<file path="src/rtl/spam1_pkg.sv">
// Shared encodings for the spam1 CPU: instruction field positions, device and ALU enums, flag indices.
// Optional multiplier support is enabled with the SPAM1_MUL_EN macro (see spam1_alu).
package spam1_pkg;

    localparam int OP_MSB    = 47;
    localparam int OP_LSB    = 43;
    localparam int TDEV_MSB  = 42;
    localparam int TDEV_LSB  = 39;
    localparam int ADEV_MSB  = 38;
    localparam int ADEV_LSB  = 36;
    localparam int BDEV_MSB  = 35;
    localparam int BDEV_LSB  = 32;
    localparam int COND_MSB  = 31;
    localparam int COND_LSB  = 28;
    localparam int SETF_BIT  = 27;
    localparam int CINV_BIT  = 26;
    localparam int AMODE_BIT = 25;
    localparam int RSVD_BIT  = 24;
    localparam int ADDR_MSB  = 23;
    localparam int ADDR_LSB  = 8;
    localparam int IMM_MSB   = 7;
    localparam int IMM_LSB   = 0;

    // Flag register layout, czonENGL order from bit 0 upward
    localparam int F_C  = 0;
    localparam int F_Z  = 1;
    localparam int F_O  = 2;
    localparam int F_N  = 3;
    localparam int F_E  = 4;
    localparam int F_NE = 5;
    localparam int F_G  = 6;
    localparam int F_L  = 7;

    typedef enum logic [4:0] {
        OP_ZERO   = 5'd0,
        OP_A      = 5'd1,
        OP_B      = 5'd2,
        OP_NEG_A  = 5'd3,
        OP_NEG_B  = 5'd4,
        OP_INC_A  = 5'd5,
        OP_INC_B  = 5'd6,
        OP_DEC_A  = 5'd7,
        OP_DEC_B  = 5'd8,
        OP_ADD    = 5'd9,
        OP_SUB    = 5'd10,
        OP_RSUB   = 5'd11,
        OP_ADC    = 5'd12,
        OP_SBC    = 5'd13,
        OP_MUL_LO = 5'd14,
        OP_MUL_HI = 5'd15,
        OP_AND    = 5'd16,
        OP_OR     = 5'd17,
        OP_XOR    = 5'd18,
        OP_NOT_A  = 5'd19,
        OP_NOT_B  = 5'd20
    } alu_op_e;

    typedef enum logic [2:0] {
        AD_A = 3'd0, AD_B = 3'd1, AD_C = 3'd2, AD_D = 3'd3,
        AD_MARLO = 3'd4, AD_MARHI = 3'd5, AD_UART = 3'd6, AD_NONE = 3'd7
    } adev_e;

    typedef enum logic [3:0] {
        BD_A = 4'd0, BD_B = 4'd1, BD_C = 4'd2, BD_D = 4'd3,
        BD_MARLO = 4'd4, BD_MARHI = 4'd5, BD_IMM = 4'd6, BD_RAM = 4'd7
    } bdev_e;

    typedef enum logic [3:0] {
        TD_A = 4'd0, TD_B = 4'd1, TD_C = 4'd2, TD_D = 4'd3,
        TD_MARLO = 4'd4, TD_MARHI = 4'd5, TD_UART = 4'd6, TD_RAM = 4'd7,
        TD_PCHI = 4'd8, TD_PC = 4'd9
    } tdev_e;

    typedef enum logic [3:0] {
        CD_ALWAYS = 4'd0, CD_C = 4'd1, CD_Z = 4'd2, CD_O = 4'd3,
        CD_N = 4'd4, CD_E = 4'd5, CD_NE = 4'd6, CD_G = 4'd7,
        CD_L = 4'd8, CD_DI = 4'd9, CD_DO = 4'd10
    } cond_e;

    typedef enum logic {
        PH_FETCH = 1'b0,
        PH_EXEC  = 1'b1
    } phase_e;

endpackage

</file>
<file path="src/rtl/spam1_alu.sv">
// Combinational 8-bit ALU with czonENGL flag generation.
// Ops 14/15 produce the unsigned product bytes only when SPAM1_MUL_EN is defined.
module spam1_alu
    import spam1_pkg::*;
(
    input  logic [7:0] a,
    input  logic [7:0] b,
    input  logic       carry_in,
    input  alu_op_e    op,
    output logic [7:0] result,
    output logic [7:0] flags
);

    logic [7:0] x;
    logic [7:0] y;
    logic       cin;
    logic       arith;
    logic       sub;
    logic [8:0] r9;
    logic       ovf;
`ifdef SPAM1_MUL_EN
    logic [15:0] prod;
    assign prod = {8'd0, a} * {8'd0, b};
`endif

    // Add/subtract ops share one 9-bit adder; bit 8 is carry-out or borrow
    always_comb begin
        x      = '0;
        y      = '0;
        cin    = 1'b0;
        arith  = 1'b0;
        sub    = 1'b0;
        result = '0;
        case (op)
            OP_A:      result = a;
            OP_B:      result = b;
            OP_NEG_A:  begin arith = 1'b1; sub = 1'b1; y = a; end
            OP_NEG_B:  begin arith = 1'b1; sub = 1'b1; y = b; end
            OP_INC_A:  begin arith = 1'b1; x = a; y = 8'd1; end
            OP_INC_B:  begin arith = 1'b1; x = b; y = 8'd1; end
            OP_DEC_A:  begin arith = 1'b1; sub = 1'b1; x = a; y = 8'd1; end
            OP_DEC_B:  begin arith = 1'b1; sub = 1'b1; x = b; y = 8'd1; end
            OP_ADD:    begin arith = 1'b1; x = a; y = b; end
            OP_SUB:    begin arith = 1'b1; sub = 1'b1; x = a; y = b; end
            OP_RSUB:   begin arith = 1'b1; sub = 1'b1; x = b; y = a; end
            OP_ADC:    begin arith = 1'b1; x = a; y = b; cin = carry_in; end
            OP_SBC:    begin arith = 1'b1; sub = 1'b1; x = a; y = b; cin = carry_in; end
`ifdef SPAM1_MUL_EN
            OP_MUL_LO: result = prod[7:0];
            OP_MUL_HI: result = prod[15:8];
`endif
            OP_AND:    result = a & b;
            OP_OR:     result = a | b;
            OP_XOR:    result = a ^ b;
            OP_NOT_A:  result = ~a;
            OP_NOT_B:  result = ~b;
            default:   result = '0;
        endcase
        r9 = sub ? ({1'b0, x} - {1'b0, y} - {8'd0, cin})
                 : ({1'b0, x} + {1'b0, y} + {8'd0, cin});
        if (arith) result = r9[7:0];
        ovf = arith && (sub ? (x[7] != y[7]) : (x[7] == y[7])) && (r9[7] != x[7]);
    end

    always_comb begin
        flags       = '0;
        flags[F_C]  = arith & r9[8];
        flags[F_Z]  = (result == 8'd0);
        flags[F_O]  = ovf;
        flags[F_N]  = result[7];
        flags[F_E]  = (a == b);
        flags[F_NE] = (a != b);
        flags[F_G]  = (a > b);
        flags[F_L]  = (a < b);
    end

endmodule

</file>
<file path="src/rtl/spam1_cpu.sv">
// spam1 two-phase microcoded CPU core: phase FSM, register file, bus decode and condition logic.
// Build option SPAM1_MUL_EN enables the multiply ops inside spam1_alu.
module spam1_cpu
    import spam1_pkg::*;
(
    input  logic        clk,
    input  logic        reset,
    output logic [15:0] pc_addr,
    input  logic [47:0] instr,
    output logic [15:0] ram_addr,
    output logic [7:0]  ram_wdata,
    output logic        ram_we,
    input  logic [7:0]  ram_rdata,
    input  logic [7:0]  uart_rx_data,
    input  logic        uart_rx_valid,
    output logic        uart_rx_read,
    input  logic        uart_tx_ready,
    output logic [7:0]  uart_tx_data,
    output logic        uart_tx_write,
    output logic        phase_exec
);

    phase_e      phase;
    phase_e      phase_next;
    logic [47:0] ir;
    logic [15:0] pc;
    logic [7:0]  regs [4];
    logic [7:0]  marlo;
    logic [7:0]  marhi;
    logic [7:0]  pchitmp;
    logic [7:0]  flags;

    alu_op_e     op;
    tdev_e       tdev;
    adev_e       adev;
    bdev_e       bdev;
    cond_e       cond;
    logic        set_flags;
    logic        cond_inv;
    logic        amode;
    logic [15:0] direct;
    logic [7:0]  immed;
    logic        unused_rsvd;

    logic [7:0]  abus;
    logic [7:0]  bbus;
    logic [7:0]  result;
    logic [7:0]  alu_flags;
    logic        cond_true;
    logic        exec;

    assign op          = alu_op_e'(ir[OP_MSB:OP_LSB]);
    assign tdev        = tdev_e'(ir[TDEV_MSB:TDEV_LSB]);
    assign adev        = adev_e'(ir[ADEV_MSB:ADEV_LSB]);
    assign bdev        = bdev_e'(ir[BDEV_MSB:BDEV_LSB]);
    assign cond        = cond_e'(ir[COND_MSB:COND_LSB]);
    assign set_flags   = ir[SETF_BIT];
    assign cond_inv    = ir[CINV_BIT];
    assign amode       = ir[AMODE_BIT];
    assign direct      = ir[ADDR_MSB:ADDR_LSB];
    assign immed       = ir[IMM_MSB:IMM_LSB];
    assign unused_rsvd = ir[RSVD_BIT];

    assign pc_addr   = pc;
    assign ram_addr  = amode ? direct : {marhi, marlo};
    assign ram_wdata = result;
    assign uart_tx_data = result;

    always_comb begin
        abus = '0;
        case (adev)
            AD_A, AD_B, AD_C, AD_D: abus = regs[adev[1:0]];
            AD_MARLO:               abus = marlo;
            AD_MARHI:               abus = marhi;
            AD_UART:                abus = uart_rx_data;
            default:                abus = '0;
        endcase
    end

    always_comb begin
        bbus = '0;
        case (bdev)
            BD_A, BD_B, BD_C, BD_D: bbus = regs[bdev[1:0]];
            BD_MARLO:               bbus = marlo;
            BD_MARHI:               bbus = marhi;
            BD_IMM:                 bbus = immed;
            BD_RAM:                 bbus = ram_rdata;
            default:                bbus = '0;
        endcase
    end

    spam1_alu u_alu (
        .a        (abus),
        .b        (bbus),
        .carry_in (flags[F_C]),
        .op       (op),
        .result   (result),
        .flags    (alu_flags)
    );

    always_comb begin
        cond_true = 1'b0;
        case (cond)
            CD_ALWAYS: cond_true = 1'b1;
            CD_C:      cond_true = flags[F_C];
            CD_Z:      cond_true = flags[F_Z];
            CD_O:      cond_true = flags[F_O];
            CD_N:      cond_true = flags[F_N];
            CD_E:      cond_true = flags[F_E];
            CD_NE:     cond_true = flags[F_NE];
            CD_G:      cond_true = flags[F_G];
            CD_L:      cond_true = flags[F_L];
            CD_DI:     cond_true = uart_rx_valid;
            CD_DO:     cond_true = uart_tx_ready;
            default:   cond_true = 1'b0;
        endcase
    end

    assign exec = (phase == PH_EXEC) && (cond_true ^ cond_inv);

    always_ff @(posedge clk) begin
        if (reset) phase <= PH_FETCH;
        else       phase <= phase_next;
    end

    always_comb begin
        phase_next = (phase == PH_FETCH) ? PH_EXEC : PH_FETCH;
    end

    // Strobes exist only in an executing execute cycle and never under reset
    always_comb begin
        phase_exec    = (phase == PH_EXEC);
        ram_we        = exec && !reset && (tdev == TD_RAM);
        uart_tx_write = exec && !reset && (tdev == TD_UART);
        uart_rx_read  = exec && !reset && (adev == AD_UART);
    end

    always_ff @(posedge clk) begin
        if (reset) begin
            pc      <= '0;
            ir      <= '0;
            pchitmp <= '0;
            marlo   <= '0;
            marhi   <= '0;
            flags   <= '0;
            for (int i = 0; i < 4; i++) regs[i] <= '0;
        end else if (phase == PH_FETCH) begin
            ir <= instr;
        end else begin
            if (exec) begin
                case (tdev)
                    TD_A, TD_B, TD_C, TD_D: regs[tdev[1:0]] <= result;
                    TD_MARLO:               marlo   <= result;
                    TD_MARHI:               marhi   <= result;
                    TD_PCHI:                pchitmp <= result;
                    default:                ;
                endcase
                if (set_flags) flags <= alu_flags;
            end
            pc <= (exec && tdev == TD_PC) ? {pchitmp, result} : pc + 16'd1;
        end
    end

endmodule

</file>
<file path="config.mk">
export PLATFORM = sky130hd
export DESIGN_NAME = spam1_cpu
export DESIGN_NICKNAME = d
export VERILOG_FILES = /design/src/rtl/spam1_pkg.sv /design/src/rtl/spam1_alu.sv /design/src/rtl/spam1_cpu.sv
export SDC_FILE = /design/constraint.sdc
export NUM_CORES = 1
export LEC_CHECK = 0
export ABC_CLOCK_PERIOD_IN_PS = 7400
export BUFFER_PORTS_ARGS = -buffer_cell sky130_fd_sc_hd__buf_2
export CAP_MARGIN = 20
export CORE_ASPECT_RATIO = 1.1
export CORE_MARGIN = 2
export CORE_UTILIZATION = 40
export CTS_CLUSTER_SIZE = 12
export DETAILED_ROUTE_END_ITERATION = 10
export GPL_TIMING_DRIVEN = 0
export SLEW_MARGIN = 20
export SYNTH_ARGS = -nofsm -noshare
export SYNTH_HDL_FRONTEND = slang
export SYNTH_SLANG_ARGS = --single-unit
</file>
<file path="constraint.sdc">
create_clock -name clk -period 7.4 [get_ports clk]
set_clock_uncertainty 0.2 [all_clocks]
set_input_delay 1.48 -clock clk [delete_from_list [all_inputs] [get_ports clk]]
set_output_delay 1.48 -clock clk [all_outputs]
set_load 0.03 [all_outputs]
</file>
# Word-level counts from Yosys, hierarchy flattened

Memories as Yosys holds them, arrays and structs flattened. A register that Yosys moved wholly into a read port is not among the register bits.
Cells that the tools add are included.

$add $sub $neg: 5
Multiply operators: 0
Divide/modulo/power cells: 0
Magnitude comparators: 2
Equality and inequality tests: 55
Shifts and indexed selects: 0
Mux-type cells: 29
Bitwise logic cells: 7
Reductions and logical operators: 30

Operators with widths:

| cell                                                | count |
|---|---|
| case mux 8 bit (7 select lines)                     | 1 |
| equality test 4 x 3 -> 1 bit, second input constant | 12 |
| case mux 8 bit (5 select lines)                     | 1 |
| two-way mux 16 bit                                  | 2 |
| case mux 8 bit (4 select lines)                     | 1 |
| equality test 5 x 4 -> 1 bit, second input constant | 6 |
| equality test 5 bit, second input constant          | 5 |
| equality test 4 x 2 -> 1 bit, second input constant | 6 |
| case mux 8 bit (3 select lines)                     | 1 |
| equality test 4 bit, second input constant          | 5 |
| equality test 5 x 3 -> 1 bit, second input constant | 4 |
| adder 16 x 1 -> 16 bit, second input constant       | 1 |
| two-way mux 8 bit                                   | 2 |
| inverter 8 bit                                      | 2 |
| case mux 8 bit (2 select lines)                     | 1 |
| OR reduction 4 bit                                  | 4 |
| two-way mux 1 bit                                   | 13 |
| equality test 4 x 1 -> 1 bit, second input constant | 3 |
| zero test 4 bit                                     | 3 |
| AND reduction 3 bit                                 | 4 |
| case mux 1 bit (11 select lines)                    | 1 |
| OR reduction 11 bit                                 | 1 |
| equality test 5 x 2 -> 1 bit, second input constant | 2 |
| two-way mux 2 bit                                   | 5 |
| other kinds (30)                                    | 42 |

Register bits after elaboration: 97
Bits in latches: 0
Bits in writable memories: 32
Memory bits (read-only): 0
Output and inout bits: 52
Logic and storage cells: 136
Memories kept: 1

Memory list:

| name | depth | width | read ports | clocked after Yosys merged registers in | wr ports | RTL line        | source |
|---|---|---|---|---|---|---|---|
| regs | 4     | 8     | 2          | 2                                       | 4        | spam1_cpu.sv:27 | `logic [7:0] regs [4];` |

# Longest topological paths before layout

Word-level depth: 10
Mapped depth: 23
Gate-level depth less buffers: 21

# Hierarchy

Synthesis repeated with hierarchy kept, for this count alone.

Cells, all modules: 1010
Area total of the unflattened synthesis: 9242.6 sq um

Modules (own cells, without submodules):

| module    | instances | cells each | area each (sq um) | seq. area each (sq um) |
|---|---|---|---|---|
| spam1_cpu | 1         | 640        | 6606.3            | 2962.8 |
| spam1_alu | 1         | 370        | 2636.3            | 0.0 |

# Least setup slack after synthesis

OpenSTA, ideal clock, no wires.

Path kind: input -> output
Start point: input port ram_rdata[0]
End point: output port uart_tx_data[6]
Arrival time: 5.463 ns
Path slack: 0.257 ns
Stages: 20
Buffers on the path: 1
Path through: mux4_2 a22oi_2 nor4_1 nor2_1 o21ai_0 xor2_1 ha_1 inv_1 and3_2 or3_2 inv_1 fa_1 nand2b_1 a21oi_1 o22a_1 xnor2_1 nor2_1 nor4_1 inv_1 buf_4

Word-level cells in the longest chain between the ends: 6
Elaborated cells between the ends (all ways): 9
Classes of those cells: 4 x add/sub; 5 x mux

Ends and longest elaborated chain:

| what                                                                                      | RTL line                         | source |
|---|---|---|
| start: declaration                                                                        | spam1_cpu.sv:13                  | `input logic [7:0] ram_rdata,` |
| case mux 8 bit (5 select lines) *                                                         | spam1_cpu.sv:82                  | `case (bdev)` |
| case mux 8 bit (3 select lines) / case mux 8 bit (2 select lines) (equally long branches) | spam1_alu.sv:34                  | `case (op)` |
| adder 8 x 8 -> 9 bit / subtractor 8 x 8 -> 9 bit (equally long branches)                  | spam1_alu.sv:60, spam1_alu.sv:59 |  |
| adder 9 x 1 -> 9 bit / subtractor 9 x 1 -> 9 bit (equally long branches)                  | spam1_alu.sv:60, spam1_alu.sv:59 |  |
| two-way mux 9 bit *                                                                       | spam1_alu.sv:59                  | `r9 = sub ? ({1'b0, x} - {1'b0, y} - {8'd0, cin})` |
| two-way mux 8 bit *                                                                       | spam1_alu.sv:61                  | `if (arith) result = r9[7:0];` |
| end: declaration                                                                          | spam1_cpu.sv:18                  | `output logic [7:0] uart_tx_data,` |

Every way passes the cells marked *; elsewhere a longest branch is shown, timed or not.

# Worst setup path after layout

Start point: input port ram_rdata[0]
End point: output port ram_wdata[7]

Word-level cells in the longest chain between the ends: 6
Elaborated cells between the ends (all ways): 9
Classes of those cells: 4 x add/sub; 5 x mux

Ends and longest elaborated chain:

| what                                                                                      | RTL line                         | source |
|---|---|---|
| case mux 8 bit (5 select lines) *                                                         | spam1_cpu.sv:82                  |  |
| case mux 8 bit (3 select lines) / case mux 8 bit (2 select lines) (equally long branches) | spam1_alu.sv:34                  |  |
| adder 8 x 8 -> 9 bit / subtractor 8 x 8 -> 9 bit (equally long branches)                  | spam1_alu.sv:60, spam1_alu.sv:59 |  |
| adder 9 x 1 -> 9 bit / subtractor 9 x 1 -> 9 bit (equally long branches)                  | spam1_alu.sv:60, spam1_alu.sv:59 |  |
| two-way mux 9 bit *                                                                       | spam1_alu.sv:59                  |  |
| two-way mux 8 bit *                                                                       | spam1_alu.sv:61                  |  |
| end: declaration                                                                          | spam1_cpu.sv:11                  | `output logic [7:0] ram_wdata,` |

Marks and branches as above.

==> impl_metrics.csv <==
group,metric,value,unit
status,status,"finished with violations",
status,violations,"negative setup slack",
die,initial_core_util,40.4,%
synthesis,ys_warn_count,0,
setup_path,required,5720,ps
setup_path,crit_top_cell,"buf_6",
synthesis,syn_inst,1025,
min_path,hold_depth,2,
grt,grt_pass1_wl,44300,um
synthesis,synth_cell_types,86,
sta,max_freq,134,MHz
route,wirelength,29200,um
route,first_pass_iters,5,
clocking,numCtsBuffers,17,
placement,gp_congestion,0.888,
die,die-height,163,um
clocking,cts_sinks,132,
grt,antenna_found_initial,1,
sta,slew_viol_final,0,
power_and_ir_drop,p_leak,4.74,nW
power_and_ir_drop,pwr_density_cell,213,mW/mm^2
route,drtIter0Drc,469,
synthesis,syn_area,0.00917,sq mm
grt,grt_pass1_vias,8012,
synthesis,async_flop_share,0,%
min_path,hp-class,"register to register",
route,vias,8240,
setup_path,path_delay_family,"simple AND/OR/NAND/NOR gates",
power_and_ir_drop,ir_worst_vdd,0.127,mV
placement,dp.cells,1446,
sta,fin_setup_tns,-143,ps
grt,overflow,0,
synthesis,netlist_top_cells_area,"dfxtp_1, edfxtp_1, mux2i_1",
clocking,cts-root-buf,"clkbuf_16",
clocking,clkLatencyLatePin,420,ps
setup_path,cp_slowest_cell,"or4b_4",
sta,slew_headroom,37.1,%
setup_path,worstSetupEndpointType,"output pin",
final_layout,layout-drive-gt1-share,23.9,%
route,route.detailed.drc,0,
setup_path,worstPathArrival,5790,ps
grt,grtUsageTotal,24.1,%
die,die_w,148,um
synthesis,avgSynthCellArea,8.95,sq um
synthesis,synth-edff-count,32,
sta,fin_ws,-72.5,ps
clocking,htree_num_levels,4,
die,core_area,0.0227,sq mm
die,die-area,0.0242,sq mm
die,num_io_pins,120,
grt,grt_start_max_net_pins,17,
setup_path,r2r-end,"flags[1]",
sta,fin_crit,7470,ps
placement,port_buffers,118,
die,std_cell_rows,58,
min_path,hold_end,"flags[6]",
final_layout,utilization,48.7,%
synthesis,yosysSeqAreaShare,32.3,%
synthesis,synth_nets,1141,
synthesis,synth_top_flop_cell,"dfxtp_1",
clocking,clkTransAtPathRegs,50,ps
setup_path,setup.worst_path.class,"primary input to output pin",
setup_path,startpoint_type,"primary input",
setup_path,worstPathBufferInverterCount,7,
synthesis,yosys.area.top_type_share,21.8,%
flow_run,maxCapViolCount,0,
final_layout,area_growth,20.7,%
sta,tightest_slew,937,ps
synthesis,ys_ff_latch,132,
setup_path,r2r_setup_slack,2030,ps
clocking,cts_tree,"built",
sta,setup_viol,2,
final_layout,nFillCells,2214,
clocking,clockBufferDepth,2,
final_layout,final_nets,1300,
sta,rsz0062_at_grt,"true",
clocking,holdBufCountCts,0,
sta,fin_crit_sh,101,%
synthesis,yosysTopAreaCell,"dfxtp_1",
sta,hold_viol,0,
route,vias_per_cell,5.50,
final_layout,fin_cells,1497,
setup_path,crit_path_max_fanout,3,
setup_path,cpPeakStageDelay,530,ps
route,ant_nets,0,
setup_path,crit_chain,"buf_6 -> mux4_2 -> a22oi_2 -> buf_4 -> nor4_4 -> nor2_1 -> o21ai_2 -> xor2_1 -> ha_2 -> or2_4 -> ha_4 -> inv_2 -> or4b_4 -> o211ai_1 -> a211oi_2 -> a211o_1 -> a211oi_2 -> nor4b_4 -> buf_6 -> inv_4 -> buf_6 -> buf_6",
route,wl_per_cell,19.5,um
setup_path,worst-r2r-cell-count,22,
min_path,min-delay-start,"flags[6]",
placement,dp_hpwl,22100,um
==> cells in the final DEF (no fill, tap or decap), types with 6 or more instances in the layout <==
| cell | count |
|---|---|
| clkbuf_8 | 7 |
| nand2b_1 | 9 |
| buf_4 | 34 |
| buf_1 | 12 |
| dfxtp_1 | 100 |
| inv_1 | 56 |
| or3_1 | 6 |
| and3_1 | 16 |
| o22ai_1 | 18 |
| nor3_1 | 23 |
| mux4_1 | 13 |
| o21ai_0 | 36 |
| clkbuf_16 | 18 |
| edfxtp_1 | 32 |
| a221oi_1 | 10 |
| nand2_1 | 55 |
| mux2i_1 | 94 |
| nor4_1 | 8 |
| a211oi_1 | 16 |
| nand3_1 | 10 |
| buf_6 | 10 |
| nor2b_1 | 11 |
| nor2_1 | 165 |
| a21oi_1 | 35 |
| xnor2_1 | 7 |
| clkbuf_1 | 37 |
| buf_2 | 122 |
| mux2_2 | 24 |
| or2_2 | 9 |
| mux4_2 | 6 |
| a22oi_1 | 14 |
| nor3b_1 | 9 |
| ha_1 | 43 |
==> worst min-delay path, stage by stage, from the launching register on <==
cell,delay (ps)
dfxtp_1,310
nand2_1,50
a21oi_1,50
==> area by class of cell <==
type | count | area [sq um] | area share (%)
timing repair buffer | 140 | 783 | 7.07
antenna | 1 | 2.50 | 0.0226
buffer | 78 | 432 | 3.90
clock buffer | 23 | 499 | 4.51
tap | 300 | 375 | 3.39
multi-input combinational | 753 | 5680 | 51.3
clock inverter | 8 | 95.1 | 0.859
inverter | 62 | 239 | 2.16
sequential | 132 | 2960 | 26.8
==> routing by layer <==
metal,up-vias,share of wire (%),global-route usage (%)
met3,60,6.2,5.46
met1,3906,41,28.2
met5,-,0.048,0
met4,2,3.2,9.65
li1,4004,-,-
met2,268,49,42.8
==> kinds of logic after synthesis <==
kind of cell	Yosys count	synth area share (%)
AOI/OAI and AO/OA	194	14.8
DFF	132	32.3
muxes	137	18.4
and+or+nand+nor	363	19.6
buffers and inverters	140	7.09
xor gates and xnor gates	10	0.955
adders and majority gates	49	6.82
==> worst max path at each step <==
stage / slack, ps / start / to / cells past startpoint
2_1_floorplan: 260 / ram_rdata[0] / uart_tx_data[6] / 20
3_3_place_gp: -1300 / ram_rdata[0] / uart_tx_data[6] / 22
3_5_place_dp: -730 / ram_rdata[0] / ram_wdata[7] / 21
4_1_cts: -20 / ram_rdata[0] / ram_wdata[7] / 22
5_1_grt: -280 / ram_rdata[0] / ram_wdata[7] / 22
6_report: -70 / ram_rdata[0] / ram_wdata[7] / 22
==> sequential cells by signal, summed over array words and instances, names as in the netlist, named ones only <==
signal      count
ir             47
regs           32
pc_addr        16
flags           8
marhi           8
marlo           8
pchitmp         8
phase_exec      1
==> report_power, final <==
part           internal (W)  switching (W)
logic              0.000284       0.000429
registers          0.000770      0.0000198
clock network      0.000539       0.000314
==> cells in the mapped netlist, drive strengths merged, types with 3 or more instances <==
cell	instances
or2	10
nand4	4
a221o	7
mux4	19
nand2b	10
xor2	3
a21oi	36
mux2	24
a22oi	15
nor3	24
o31ai	6
nor3b	9
a211oi	18
o22a	5
nor2b	11
a2bb2oi	5
and2	6
buf	38
dfxtp	100
and3	18
nor2	165
nand2	56
or3	8
o211ai	3
edfxtp	32
ha	46
nand3b	3
inv	61
o21ai	39
o22ai	18
a221oi	10
a21o	5
clkbuf	40
and2b	3
a31oi	3
a22o	3
nor4	13
a211o	4
nand3	11
a2111oi	3
xnor2	7
mux2i	94
==> repair_timing <==
action	4_1_cts	5_1_grt
pin swaps	13	4
setup endpoints to repair	11	11
buffers inserted	7	12
resized for setup	24	16
endpoints found under the hold margin	0	0
==> stage by stage <==
step | setup WS (ps) | hold slack, ps | instance area [sq um] | total power (W)
6_report | -72.5 | 255 | 11100 | 0.00236
5_1_grt | -278 | 271 | 11100 | 0.00245
4_1_cts | -23.9 | 254 | 10900 | 0.00233
3_5_place_dp | -732 | 247 | 10200 | 0.00144
3_3_place_gp | -1300 | 244 | 10100 | 0.00143
2_1_floorplan | 257 | 232 | 9170 | 0.00125
No activity file was read; power rests on OpenSTA's default activity.
